==> src/rtl/pipeline_ctrl_pkg.sv <==
// Shared constants, default parameters and the interrupt FSM encoding for the
// N-stage pipeline controller.
package pipeline_ctrl_pkg;

    // Stage indices of the classic five-stage pipe
    localparam int STAGE_IF  = 0;
    localparam int STAGE_ID  = 1;
    localparam int STAGE_EX  = 2;
    localparam int STAGE_MEM = 3;
    localparam int STAGE_WB  = 4;

    // Default parameter values
    localparam int DEF_NUM_STAGES     = 5;
    localparam int DEF_INTP_STAGE     = 3;
    localparam int DEF_MEM_STAGE      = 3;
    localparam int DEF_TIMEOUT_W      = 8;
    localparam int DEF_TIMEOUT_CYCLES = 200;

    // Interrupt-take FSM
    typedef enum logic [1:0] {
        IDLE  = 2'd0,
        DRAIN = 2'd1,
        REDIR = 2'd2
    } intp_state_e;

endpackage

==> src/rtl/pipeline_ctrl_if.sv <==
// Bundle between the datapath and the pipeline controller. The datapath side
// (master) drives the per-stage requests; the controller (slave) returns the
// register enables/clears plus the FSM state for observation.
//
// Request semantics: hold_i[s] / redirect_i[s] are level requests that are
// only acted upon while stage s is valid; there is no ready back-pressure,
// the controller answers within the same cycle through stall_o/flush_o.
interface pipeline_ctrl_if
    import pipeline_ctrl_pkg::*;
#(
    parameter int NUM_STAGES = DEF_NUM_STAGES
) ();

    logic                  fetch_ok_i;
    logic [NUM_STAGES-1:0] hold_i;
    logic [NUM_STAGES-1:0] redirect_i;
    logic                  intp_req_i;

    logic [NUM_STAGES-1:0] stage_valid_o;
    logic [NUM_STAGES-1:0] stall_o;
    logic [NUM_STAGES-1:0] flush_o;
    logic [NUM_STAGES-1:0] bubble_o;
    logic                  dont_fetch_o;
    logic                  intp_take_o;
    logic                  retire_o;
    logic                  mem_timeout_o;
    intp_state_e           fsm_state;

    modport master (
        output fetch_ok_i, hold_i, redirect_i, intp_req_i,
        input  stage_valid_o, stall_o, flush_o, bubble_o,
               dont_fetch_o, intp_take_o, retire_o, mem_timeout_o, fsm_state
    );

    modport slave (
        input  fetch_ok_i, hold_i, redirect_i, intp_req_i,
        output stage_valid_o, stall_o, flush_o, bubble_o,
               dont_fetch_o, intp_take_o, retire_o, mem_timeout_o, fsm_state
    );

endinterface

==> src/rtl/pipeline_ctrl_timeout.sv <==
// Counts consecutive held cycles of the memory stage and pulses once every
// TIMEOUT_CYCLES held cycles. The count wraps back to zero on the pulse.
module pipeline_ctrl_timeout
    import pipeline_ctrl_pkg::*;
#(
    parameter int TIMEOUT_W      = DEF_TIMEOUT_W,
    parameter int TIMEOUT_CYCLES = DEF_TIMEOUT_CYCLES
) (
    input  logic clk,
    input  logic rst_n,
    input  logic hold,
    output logic pulse
);

    localparam logic [TIMEOUT_W-1:0] LAST_COUNT = TIMEOUT_W'(TIMEOUT_CYCLES - 1);

    logic [TIMEOUT_W-1:0] count;

    assign pulse = hold & (count == LAST_COUNT);

    // Run-length counter of held cycles; cleared by a released hold or a pulse
    always_ff @(posedge clk or negedge rst_n) begin
        if (!rst_n) begin
            count <= '0;
        end else if (!hold || pulse) begin
            count <= '0;
        end else begin
            count <= count + TIMEOUT_W'(1);
        end
    end

endmodule

==> src/rtl/pipeline_ctrl_nstage.sv <==
// N-stage pipeline controller: per-stage valid tracking, stall/flush/bubble
// generation from hold and redirect requests, interrupt-take FSM at the commit
// stage and a memory-hold timeout watchdog.
module pipeline_ctrl_nstage
    import pipeline_ctrl_pkg::*;
#(
    parameter int NUM_STAGES     = DEF_NUM_STAGES,
    parameter int INTP_STAGE     = DEF_INTP_STAGE,
    parameter int MEM_STAGE      = DEF_MEM_STAGE,
    parameter int TIMEOUT_W      = DEF_TIMEOUT_W,
    parameter int TIMEOUT_CYCLES = DEF_TIMEOUT_CYCLES
) (
    input logic             clk,
    input logic             rst_n,
    pipeline_ctrl_if.slave  bus
);

    localparam int LAST = NUM_STAGES - 1;

    logic [NUM_STAGES-1:0] valid;
    logic [NUM_STAGES-1:0] valid_next;
    logic [NUM_STAGES-1:0] upstream;
    logic [NUM_STAGES-1:0] hold_eff;
    logic [NUM_STAGES-1:0] redir_eff;
    logic [NUM_STAGES-1:0] older_redir;
    logic [NUM_STAGES-1:0] stall;
    logic [NUM_STAGES-1:0] flush;
    logic [NUM_STAGES-1:0] bubble;
    logic                  take;
    intp_state_e           state;
    logic                  unused_hold_wb;

    // WB always retires, so its hold request is dropped
    assign unused_hold_wb = bus.hold_i[LAST];
    assign hold_eff       = {1'b0, bus.hold_i[LAST-1:0] & valid[LAST-1:0]};
    assign redir_eff      = bus.redirect_i & valid & ~stall;
    assign upstream       = {valid[LAST-1:0], bus.fetch_ok_i};

    // The commit-stage instruction is taken only if nothing older redirects
    assign take = (state == DRAIN) & bus.intp_req_i & valid[INTP_STAGE] &
                  ~stall[INTP_STAGE] & ~older_redir[INTP_STAGE];

    genvar s;
    generate
        for (s = 0; s < NUM_STAGES; s++) begin : g_stage
            // Any hold at this stage or older freezes this stage
            assign stall[s] = |hold_eff[LAST:s];

            if (s == LAST) begin : g_oldest
                assign older_redir[s] = 1'b0;
            end else begin : g_younger
                assign older_redir[s] = |redir_eff[LAST:s+1];
            end

            if (s == 0) begin : g_first
                assign bubble[s] = 1'b0;
            end else begin : g_rest
                assign bubble[s] = stall[s-1] & ~stall[s];
            end

            if (s <= INTP_STAGE) begin : g_intp_flush
                assign flush[s] = older_redir[s] | take;
            end else begin : g_redir_flush
                assign flush[s] = older_redir[s];
            end

            // Priority: flush, then stall, then bubble, then normal advance
            assign valid_next[s] = flush[s]  ? 1'b0     :
                                   stall[s]  ? valid[s] :
                                   bubble[s] ? 1'b0     : upstream[s];
        end
    endgenerate

    // Per-stage valid register
    always_ff @(posedge clk or negedge rst_n) begin
        if (!rst_n) begin
            valid <= '0;
        end else begin
            valid <= valid_next;
        end
    end

    // Interrupt FSM: wait for a takeable commit-stage instruction, then block
    // fetch for one cycle while the trap vector is loaded
    always_ff @(posedge clk or negedge rst_n) begin
        if (!rst_n) begin
            state <= IDLE;
        end else begin
            case (state)
                IDLE: begin
                    if (bus.intp_req_i) state <= DRAIN;
                end
                DRAIN: begin
                    if (!bus.intp_req_i) state <= IDLE;
                    else if (take)       state <= REDIR;
                end
                REDIR:   state <= IDLE;
                default: state <= IDLE;
            endcase
        end
    end

    pipeline_ctrl_timeout #(
        .TIMEOUT_W      (TIMEOUT_W),
        .TIMEOUT_CYCLES (TIMEOUT_CYCLES)
    ) u_timeout (
        .clk   (clk),
        .rst_n (rst_n),
        .hold  (hold_eff[MEM_STAGE]),
        .pulse (bus.mem_timeout_o)
    );

    assign bus.stage_valid_o = valid;
    assign bus.stall_o       = stall;
    assign bus.flush_o       = flush;
    assign bus.bubble_o      = bubble;
    assign bus.dont_fetch_o  = (|flush) | stall[0] | (state == REDIR);
    assign bus.intp_take_o   = take;
    assign bus.retire_o      = valid[LAST];
    assign bus.fsm_state     = state;

endmodule
==> src/flat_wrapper.sv <==
// flat-port wrapper written by rule: the top's interface ports become plain ports
module pipeline_ctrl_nstage_flat import pipeline_ctrl_pkg::*;
#(
    parameter int NUM_STAGES     = DEF_NUM_STAGES,
    parameter int INTP_STAGE     = DEF_INTP_STAGE,
    parameter int MEM_STAGE      = DEF_MEM_STAGE,
    parameter int TIMEOUT_W      = DEF_TIMEOUT_W,
    parameter int TIMEOUT_CYCLES = DEF_TIMEOUT_CYCLES
)
  (clk, rst_n, bus_fetch_ok_i, bus_hold_i, bus_redirect_i, bus_intp_req_i, bus_stage_valid_o, bus_stall_o, bus_flush_o, bus_bubble_o, bus_dont_fetch_o, bus_intp_take_o, bus_retire_o, bus_mem_timeout_o, bus_fsm_state);
  pipeline_ctrl_if #(.NUM_STAGES(NUM_STAGES)) bus_i ();
  input logic clk;
  input logic rst_n;
  input wire logic [$bits(bus_i.fetch_ok_i)-1:0] bus_fetch_ok_i;
  input wire logic [$bits(bus_i.hold_i)-1:0] bus_hold_i;
  input wire logic [$bits(bus_i.redirect_i)-1:0] bus_redirect_i;
  input wire logic [$bits(bus_i.intp_req_i)-1:0] bus_intp_req_i;
  output wire logic [$bits(bus_i.stage_valid_o)-1:0] bus_stage_valid_o;
  output wire logic [$bits(bus_i.stall_o)-1:0] bus_stall_o;
  output wire logic [$bits(bus_i.flush_o)-1:0] bus_flush_o;
  output wire logic [$bits(bus_i.bubble_o)-1:0] bus_bubble_o;
  output wire logic [$bits(bus_i.dont_fetch_o)-1:0] bus_dont_fetch_o;
  output wire logic [$bits(bus_i.intp_take_o)-1:0] bus_intp_take_o;
  output wire logic [$bits(bus_i.retire_o)-1:0] bus_retire_o;
  output wire logic [$bits(bus_i.mem_timeout_o)-1:0] bus_mem_timeout_o;
  output wire logic [$bits(bus_i.fsm_state)-1:0] bus_fsm_state;
  assign bus_i.fetch_ok_i = bus_fetch_ok_i;
  assign bus_i.hold_i = bus_hold_i;
  assign bus_i.redirect_i = bus_redirect_i;
  assign bus_i.intp_req_i = bus_intp_req_i;
  assign bus_stage_valid_o = bus_i.stage_valid_o;
  assign bus_stall_o = bus_i.stall_o;
  assign bus_flush_o = bus_i.flush_o;
  assign bus_bubble_o = bus_i.bubble_o;
  assign bus_dont_fetch_o = bus_i.dont_fetch_o;
  assign bus_intp_take_o = bus_i.intp_take_o;
  assign bus_retire_o = bus_i.retire_o;
  assign bus_mem_timeout_o = bus_i.mem_timeout_o;
  assign bus_fsm_state = bus_i.fsm_state;
  pipeline_ctrl_nstage #(.NUM_STAGES(NUM_STAGES), .INTP_STAGE(INTP_STAGE), .MEM_STAGE(MEM_STAGE), .TIMEOUT_W(TIMEOUT_W), .TIMEOUT_CYCLES(TIMEOUT_CYCLES)) u_core (.clk(clk), .rst_n(rst_n), .bus(bus_i));
endmodule
==> config.mk <==
export PLATFORM = sky130hd
export DESIGN_NAME = pipeline_ctrl_nstage_flat
export DESIGN_NICKNAME = d
export VERILOG_FILES = /design/src/rtl/pipeline_ctrl_pkg.sv /design/src/rtl/pipeline_ctrl_if.sv /design/src/rtl/pipeline_ctrl_timeout.sv /design/src/rtl/pipeline_ctrl_nstage.sv /design/src/flat_wrapper.sv
export SDC_FILE = /design/constraint.sdc
export NUM_CORES = 1
export LEC_CHECK = 0
export ABC_AREA = 1
export BUFFER_PORTS_ARGS = -buffer_cell sky130_fd_sc_hd__buf_2
export CAP_MARGIN = 40
export CELL_PAD_IN_SITES_DETAIL_PLACEMENT = 1
export CELL_PAD_IN_SITES_GLOBAL_PLACEMENT = 2
export CORE_ASPECT_RATIO = 0.8
export CORE_MARGIN = 2
export CORE_UTILIZATION = 25
export CTS_CLUSTER_SIZE = 24
export DETAILED_ROUTE_END_ITERATION = 12
export PLACE_DENSITY = 0.85
export SLEW_MARGIN = 20
export SYNTH_ARGS = -nofsm -noshare
export SYNTH_HDL_FRONTEND = slang
export SYNTH_SLANG_ARGS = --single-unit
==> constraint.sdc <==
create_clock -name clk -period 1.6 [get_ports clk]
set_input_delay 0.16 -clock clk [delete_from_list [all_inputs] [get_ports clk]]
set_output_delay 0.16 -clock clk [all_outputs]
set_load 0.005 [all_outputs]
Word level (Yosys, flattened, before mapping)
Index checks and enable logic that the tools add are counted.

word-level totals
  register bits after elaboration = 15
  latch bits = 0
  RAM bits = 0
  ROM bits = 0
  output and inout bits = 26
  memories kept = 0

operators by class
  $add $sub $neg = 1
  multiply operators = 0
  divide/modulo/power cells = 0
  $lt $le $gt $ge = 0
  equality and inequality tests = 9
  shifts and indexed selects = 0
  muxes and demuxes = 17
  bitwise logic cells = 22
  reduce and logical (&&, ||, !) cells = 11

operators with widths
  cell                                                   number
  two-way mux 1 bit                                      12
  OR reduction 4 bit                                     3
  bitwise AND 5 bit                                      2
  adder 8 x 1 -> 8 bit, second input constant            1
  bitwise AND 1 bit                                      8
  equality test 8 bit, second input constant             1
  two-way mux 8 bit                                      1
  inequality test 2 bit, second input constant           4
  two-way mux 2 bit                                      3
  OR 1 bit                                               6
  OR reduction 3 bit                                     2
  NOT 4 -> 5 bit                                         1
  bitwise AND 4 bit                                      1
  NOT 1 bit                                              4
  one-hot mux 2 bit (2 select lines)                     1
  OR reduction 2 bit                                     2
  inequality test 3 x 2 -> 1 bit, second input constant  1
  equality test 2 x 1 -> 1 bit, second input constant    1
  equality test 2 bit, second input constant             1
  zero test 2 bit                                        1
  inequality test 2 x 1 -> 1 bit, second input constant  1
  AND reduction 2 bit                                    1
  zero test 1 bit                                        1
  logical OR 1 bit                                       1

Longest topological paths before layout
Gate-level depths: netlist of run 1.

  depth after elaboration = 10
  depth in mapped cells = 7

By module
A second synthesis of run 1 with hierarchy kept.

unflattened totals
  cells, all modules = 126
  area, all modules = 920.9 µm²

by module, submodules not included
  module                 instances  cells an instance  area each (µm²)  sequential area each (µm²)
  pipeline_ctrl_nstage   1          71                 501.7            175.2
  pipeline_ctrl_timeout  1          55                 419.2            200.2

Worst setup path after synthesis of run 1
OpenSTA, ideal clock, no wires.

  kind = reg2reg
  start = reg u_core.u_timeout.count[0]
  end = reg u_core.u_timeout.count[4]
  arrival = 1.070 ns
  slack = 0.444 ns
  stages on the path, launching flop included = 7
  clock period less this slack = 1.156 ns
  cells stage by stage = dfrtp_1 -> ha_1 -> nand2_1 -> inv_1 -> nand3_1 -> nand2_2 -> nor3_1

between the ends
  cells in the longest elaborated chain, start to end = 4
  elaborated cells on any way between the ends = 5
  classes of those cells = add/sub: 1; eq/ne: 1; mux: 1; bitwise: 1; reduce/logical: 1

ends and longest elaborated chain
  element                                                                       RTL line                     text
  start, declared                                                               pipeline_ctrl_timeout.sv:17  logic [TIMEOUT_W-1:0] count;
  start signal, assigned                                                        pipeline_ctrl_timeout.sv:28  count <= count + TIMEOUT_W'(1);
  parallel branches: the longest is 3 deep, another holds adder 8 x 1 -> 8 bit  n/a
  two-way mux 8 bit (*)                                                         pipeline_ctrl_timeout.sv:25  end else if (!hold || pulse) begin

Mark *: on every way between the ends.
A chain may end at the register's enable or synchronous reset.

Worst setup path after layout of run 1
  start = reg u_core.u_timeout.count[5]
  end = out bus_mem_timeout_o

between the ends
  cells in the longest elaborated chain, start to end = 2

ends and longest elaborated chain
  element              RTL line                     text
  equality test 8 bit  pipeline_ctrl_timeout.sv:19  assign pulse = hold & (count == LAST_COUNT);
  bitwise AND 1 bit    pipeline_ctrl_timeout.sv:19
  end, declared        flat_wrapper.sv:25           output wire logic [$bits(bus_i.mem_timeout_o)-1:0] bus_mem_timeout_o;

No other way between the ends.

==> results of run 1 <==
-- layout by cell type, fill, tap and decap left out, drive strengths merged, types with 3 or more instances in the layout --
| cell type | n |
|---|---|
| buf | 41 |
| nand2 | 26 |
| nor2 | 22 |
| inv | 19 |
| dfrtp | 15 |
| nand3 | 10 |
| a21oi | 5 |
| nor3 | 4 |
| clkbuf | 4 |
| nand4 | 4 |
| conb | 3 |
-- logic make-up after synthesis --
logic type                 after synthesis  synth area share
and+or+nand+nor                         67             0.408
buffers and inverters                   27             0.134
DFF                                     15             0.397
AOI/OAI and AO/OA                        7            0.0437
adders and majority gates                1            0.0132
other                                    1           0.00397
-- metal layers --
layer  up-vias  GRT usage
li1        439          -
met1       433      0.143
met2        27      0.200
met3         6     0.0238
met4         0     0.0714
met5         -          0
-- through the flow --
stage / TNS (ns) / std cells / hold WS (ns) / setup slack, ns / instance area, sq um
floorplan: 0 / 120 / -0.136 / 0.444 / 952
global placement: 0 / 190 / 0.0858 / 0.307 / 1130
detailed placement: 0 / 190 / 0.0862 / 0.274 / 1130
CTS: 0 / 195 / 0.158 / 0.0197 / 1180
global route: -0.00690 / 202 / 0.164 / -0.00690 / 1250
finish: 0 / 202 / 0.159 / 0.0847 / 1250
-- path summary, 6_finish.rpt --
path	from	endpoint	slack [ns]
min in group asynchronous	rst_n	u_core.bus.stage_valid_o[0]$_DFFE_PN0P_	0.35
max	u_core.u_timeout.count[5]$_DFF_PN0_	bus_mem_timeout_o	0.08
min reg2reg	u_core.u_timeout.count[0]$_DFF_PN0_	u_core.u_timeout.count[0]$_DFF_PN0_	0.53
min	bus_hold_i[3]	u_core.bus.stage_valid_o[4]$_DFF_PN0_	0.16
max in group asynchronous	rst_n	u_core.bus.stage_valid_o[3]$_DFFE_PN0P_	0.97
max reg2reg	u_core.u_timeout.count[0]$_DFF_PN0_	u_core.u_timeout.count[4]$_DFF_PN0_	0.36
-- registers in the layout, indices dropped and copies added, names as in the netlist --
signal                    count
u_core.bus.fsm_state          2
u_core.bus.stage_valid_o      5
u_core.u_timeout.count        8
-- worst max-delay path, stage by stage (launching register included) --
cell	delay, ns
dfrtp_1	0.45
nor3_1	0.26
nand3_2	0.14
nor2_1	0.13
buf_2	0.13
-- where the power goes --
| part | leakage, nW | switching [mW] | total [mW] | internal (mW) |
|---|---|---|---|---|
| combinational | 0.496 | 0.449 | 0.824 | 0.375 |
| sequential | 0.200 | 0.0712 | 0.518 | 0.447 |
| clock | 0.0228 | 0.133 | 0.309 | 0.176 |
-- repair_timing --
item                       in CTS  in global routing
buffers inserted                0                  7
hold endpoints to repair       15                  0
resized for setup               0                  6
hold buffers                    1                  0
setup endpoints to repair       0                  2
-- layout make-up --
cell class	instances	area [sq um]	area share
tap	42	52.6	0.0419
inverter	21	81.3	0.0648
clock buffer	4	45.0	0.0359
sequential	15	378	0.301
multi-input combinational	78	465	0.371
timing repair buffer	42	233	0.185
==> results.yml, run 1 <==
outcome:
  status: "completed"
layout:
  final_util: 0.357
  drive_gt1_frac: 0.431
  fillCellCount: 440
  nNetsFinal: 176
  area.growth.synth_to_final_pct: 32.8
  diodes: 0
worst_hold_path:
  hold_path_depth: 2
  hold_path_class: "input pin to flip-flop"
detailed_routing:
  ant_nets: 0
  drcViolationCount: 0
  wl_per_cell_microns: 12.0
  drt_first_iter_violations: 29
  routed_wl_mm: 2.42
  dr_wl_met3_microns: 137
  drtPass1Iterations: 3
  drt-met1-wl_mm: 1.01
  vias: 905
  via_per_inst: 4.48
  wl_met2_mm: 1.23
  top_layer_used: "met4"
worst_setup_path:
  reg2reg_depth: 6
  endpoint_kind: "primary output"
  crit_arrival_ns: 1.36
  worstPathMaxFanout: 7
  path_class: "flip-flop to primary output"
  required_ns: 1.44
  cp-start-kind: "flip-flop"
place:
  gp_congestion: 0.756
  io_buffers: 34
  dpl.hpwl_mm: 1.96
synth:
  ys_seq_area_frac: 0.397
  syn_area_per_cell_sq_um: 8.01
  synth_edf_count: 0
  synthTopCellsByArea: "dfrtp_1 (40%), nand2_1 (8.3%), nor2_1 (7.5%)"
  syn_inst: 118
  yosysTopAreaCellShare: 0.397
  syn_area_sq_um: 945
  synth_most_common_cell: "nand2_1"
  synthArstFlopShare: 1.00
  ys_warn_count: 0
  synth_common_cells: "nand2_1 (21), nor2_1 (19), dfrtp_1 (15), inv_1 (15), nand3_1 (8)"
  synthFlopType: "dfrtp_1"
  synth_cell_types: 26
  yosys.area.top_type: "dfrtp_1"
  synth.ff_latch_count: 15
power:
  p_leak_nw: 0.719
  power.total_mw: 1.65
  pwr_density_cell_nw_per_um2: 1320
  vdd.ir_drop.worst_v: 0.000347
clock_network:
  htree_num_levels: 1
  cts_root_buf: "clkbuf_8"
  clockBufferDepth: 2
  numCtsBuffers: 3
  clkTransAtPathRegs_ns: 0.06
  cts_tree: "built"
  clock_latency_ns: 0.25
  clock-sinks: 15
sta:
  setup_viol: 0
  period_needed_ns: 1.52
  finalClockSkew_ns: 0.00232
  fin_crit_sh: 0.947
  max_freq_mhz: 660
  finalHoldViolations: 0
  maxSlewViolCount: 0
global_route:
  grt_pass1_wl_mm: 3.89
  grt_max_degree: 16
  grt_antenna_before_repair: 0
  first_global_vias: 900
  grt_overflow: 0
  grtUsageTotal: 0.120
die:
  initial_core_util: 0.268
  die_area_sq_um: 4290
  fp.dieW_microns: 72.7
  core_area_sq_um: 3520
  num_rows: 19
  io_pins: 40
  dieHeight_microns: 59.0
flow_run:
  max_cap_violations: 0
No activity file was read; power rests on OpenSTA's default activity.
==> run 2: changes to the inputs <==
==> constraint.sdc (replaced) <==
create_clock -name clk -period 1.6 [get_ports clk]
set_input_delay 0.16 -clock clk [delete_from_list [all_inputs] [get_ports clk]]
set_output_delay 0.16 -clock clk [all_outputs]
set_load 0.01 [all_outputs]
==> run 2 against run 1 <==
Against the previous run:
- clock-buffer cell count unchanged
- sequential power about the same
- cell count decreased by 1.5%
- sequential share of layout area is 0.36 points higher
- wire length up 3.3%
- via count down 2.0%
- sequential cell count unchanged
- setup slack worse by 0.0041 ns
- critical path depth stayed put
- utilization is 0.43 points lower
- clock skew hardly changed
- non-clock buffer count shrank 3
==> results.yml, run 2 (same netlist as run 1, synthesis figures left out) <==
power:
  p_seq_frac: 0.303
  sw_frac_of_total: 0.427
  internal_power_mw: 0.982
  pwr_density_cell_nw_per_um2: 1380
  power.total_mw: 1.71
  power_frac_comb: 0.517
  switchingPower_mw: 0.730
  p_leak_nw: 0.705
  clockPowerShare: 0.181
  vdd.ir_drop.worst_v: 0.000377
worst_setup_path:
  cp_slowest_stage_delay_ns: 0.45
  endpoint_kind: "primary output"
  required_ns: 1.44
  worstPathMaxFanout: 7
  cpMaxStageDelayCell: "dfrtp_1"
  path_class: "flip-flop to primary output"
  crit_arrival_ns: 1.36
  cp-start-kind: "flip-flop"
  path_cells: "nor3_1, nand3_2, nor2_1, buf_2"
global_route:
  grt_max_degree: 16
  grt_pass1_wl_mm: 4.06
  grt_overflow: 0
  grtUsageTotal: 0.128
  grt_antenna_before_repair: 0
  first_global_vias: 909
sta:
  setup_tns_ns: 0
  setup_viol: 0
  maxSlewViolCount: 0
  finalClockSkew_ns: 0.00196
  fin_ws_ns: 0.0805
  max_freq_mhz: 658
  finalHoldViolations: 0
  period_needed_ns: 1.52
  fin_crit_sh: 0.950
layout:
  largest-register: "u_core.u_timeout.count"
  stdcell_count: 199
  final_util: 0.352
  area.growth.synth_to_final_pct: 31.3
  mostFrequentLayoutCells: "buf_2 (34), nor2_1 (18), nand2_1 (17)"
  largest_reg_flops: 8
  nNetsFinal: 173
  mostFrequentLayoutCell: "buf_2"
  diodes: 0
  drive_gt1_frac: 0.446
clock_network:
  clockBufferDepth: 2
  clkTransAtPathRegs_ns: 0.06
  htree_num_levels: 1
  cts_root_buf: "clkbuf_8"
  cts_tree: "built"
  clock-sinks: 15
  clock_latency_ns: 0.25
  numCtsBuffers: 3
detailed_routing:
  drt_first_iter_violations: 18
  routed_wl_mm: 2.50
  ant_nets: 0
  drtPass1Iterations: 3
  via_per_inst: 4.46
  wl_per_cell_microns: 12.6
  vias: 887
  drcViolationCount: 0
place:
  dpl.hpwl_mm: 2.04
  dp.cells: 190
  io_buffers: 34
  gp_congestion: 0.758
  place_ws_ns: 0.264
die:
  fp.dieW_microns: 72.7
  initial_core_util: 0.268
  core_area_sq_um: 3520
  io_pins: 40
  dieHeight_microns: 59.0
  die_area_sq_um: 4290
  num_rows: 19
worst_hold_path:
  hold_path_class: "input pin to flip-flop"
flow_run:
  max_cap_violations: 0
outcome:
  status: "completed"
==> run 2: changes by cell type in the layout (fill, tap and decap cells not counted) <==
cell	delta
buf_4	-3
inv_1	-1
inv_2	+1
nand2_1	-3
nand2_2	+3
==> run 2: layout make-up <==
cell class | count | area (sq um)
flip-flops and latches | 15 | 378
inverters | 21 | 81.3
multi-input cells | 78 | 473
well taps | 42 | 52.6
repair buffers | 39 | 210
clock buffers | 4 | 45.0
fillers | 443 | 2280
==> run 2: power by group through the flow <==
stage,Clock (mW),Sequential [mW],Combinational (mW)
3_3_place_gp,0,0.516,0.804
5_1_grt,0.336,0.530,0.976
3_5_place_dp,0,0.520,0.830
2_1_floorplan,0,0.538,0.526
4_1_cts,0.329,0.513,0.845
6_report,0.310,0.518,0.885
==> run 2: path summary, 6_finish.rpt <==
kind / from / to / slack [ns] / cells after the start
setup / recovery: u_core.u_timeout.count[5]$_DFF_PN0_ / bus_mem_timeout_o / 0.08 / 4
hold / removal: bus_intp_req_i / u_core.bus.fsm_state[0]$_DFFE_PN0P_ / 0.16 / 3
setup reg to reg: u_core.u_timeout.count[0]$_DFF_PN0_ / u_core.u_timeout.count[4]$_DFF_PN0_ / 0.38 / 6
hold reg to reg: u_core.u_timeout.count[0]$_DFF_PN0_ / u_core.u_timeout.count[0]$_DFF_PN0_ / 0.52 / 2
max in group asynchronous: rst_n / u_core.bus.stage_valid_o[3]$_DFFE_PN0P_ / 0.97 / 2
min in group asynchronous: rst_n / u_core.u_timeout.count[7]$_DFF_PN0_ / 0.35 / 2
==> run 2: timing repair <==
| item | in CTS | in global routing |
|---|---|---|
| endpoints found under the setup margin | 2 | 3 |
| hold buffers | 1 | 0 |
| pin swaps | 1 | 2 |
| gates resized for setup | 1 | 9 |
| setup buffers | 1 | 3 |
| endpoints found under the hold margin | 15 | 0 |
==> run 2: critical path: cells and delay by family (launching register included) <==
kind                   cells  cell delay, ns
buffers and inverters      1            0.14
DFF                        1            0.45
and+or+nand+nor            3            0.51
==> run 2: stage by stage <==
step,hold slack [ns],instance area [sq um]
floorplan,-0.136,952
global placement,0.0857,1130
detailed placement,0.0851,1130
CTS,0.155,1200
global route,0.169,1240
finish,0.159,1240
==> run 2: metal layers <==
| metal | track usage | vias up | wire, microns |
|---|---|---|---|
| met5 | 0 | - | 0 |
| met2 | 0.214 | 23 | 1290 |
| met3 | 0.0272 | 3 | 131 |
| met1 | 0.153 | 423 | 1050 |
| li1 | - | 438 | - |
| met4 | 0.0714 | 0 | 32 |
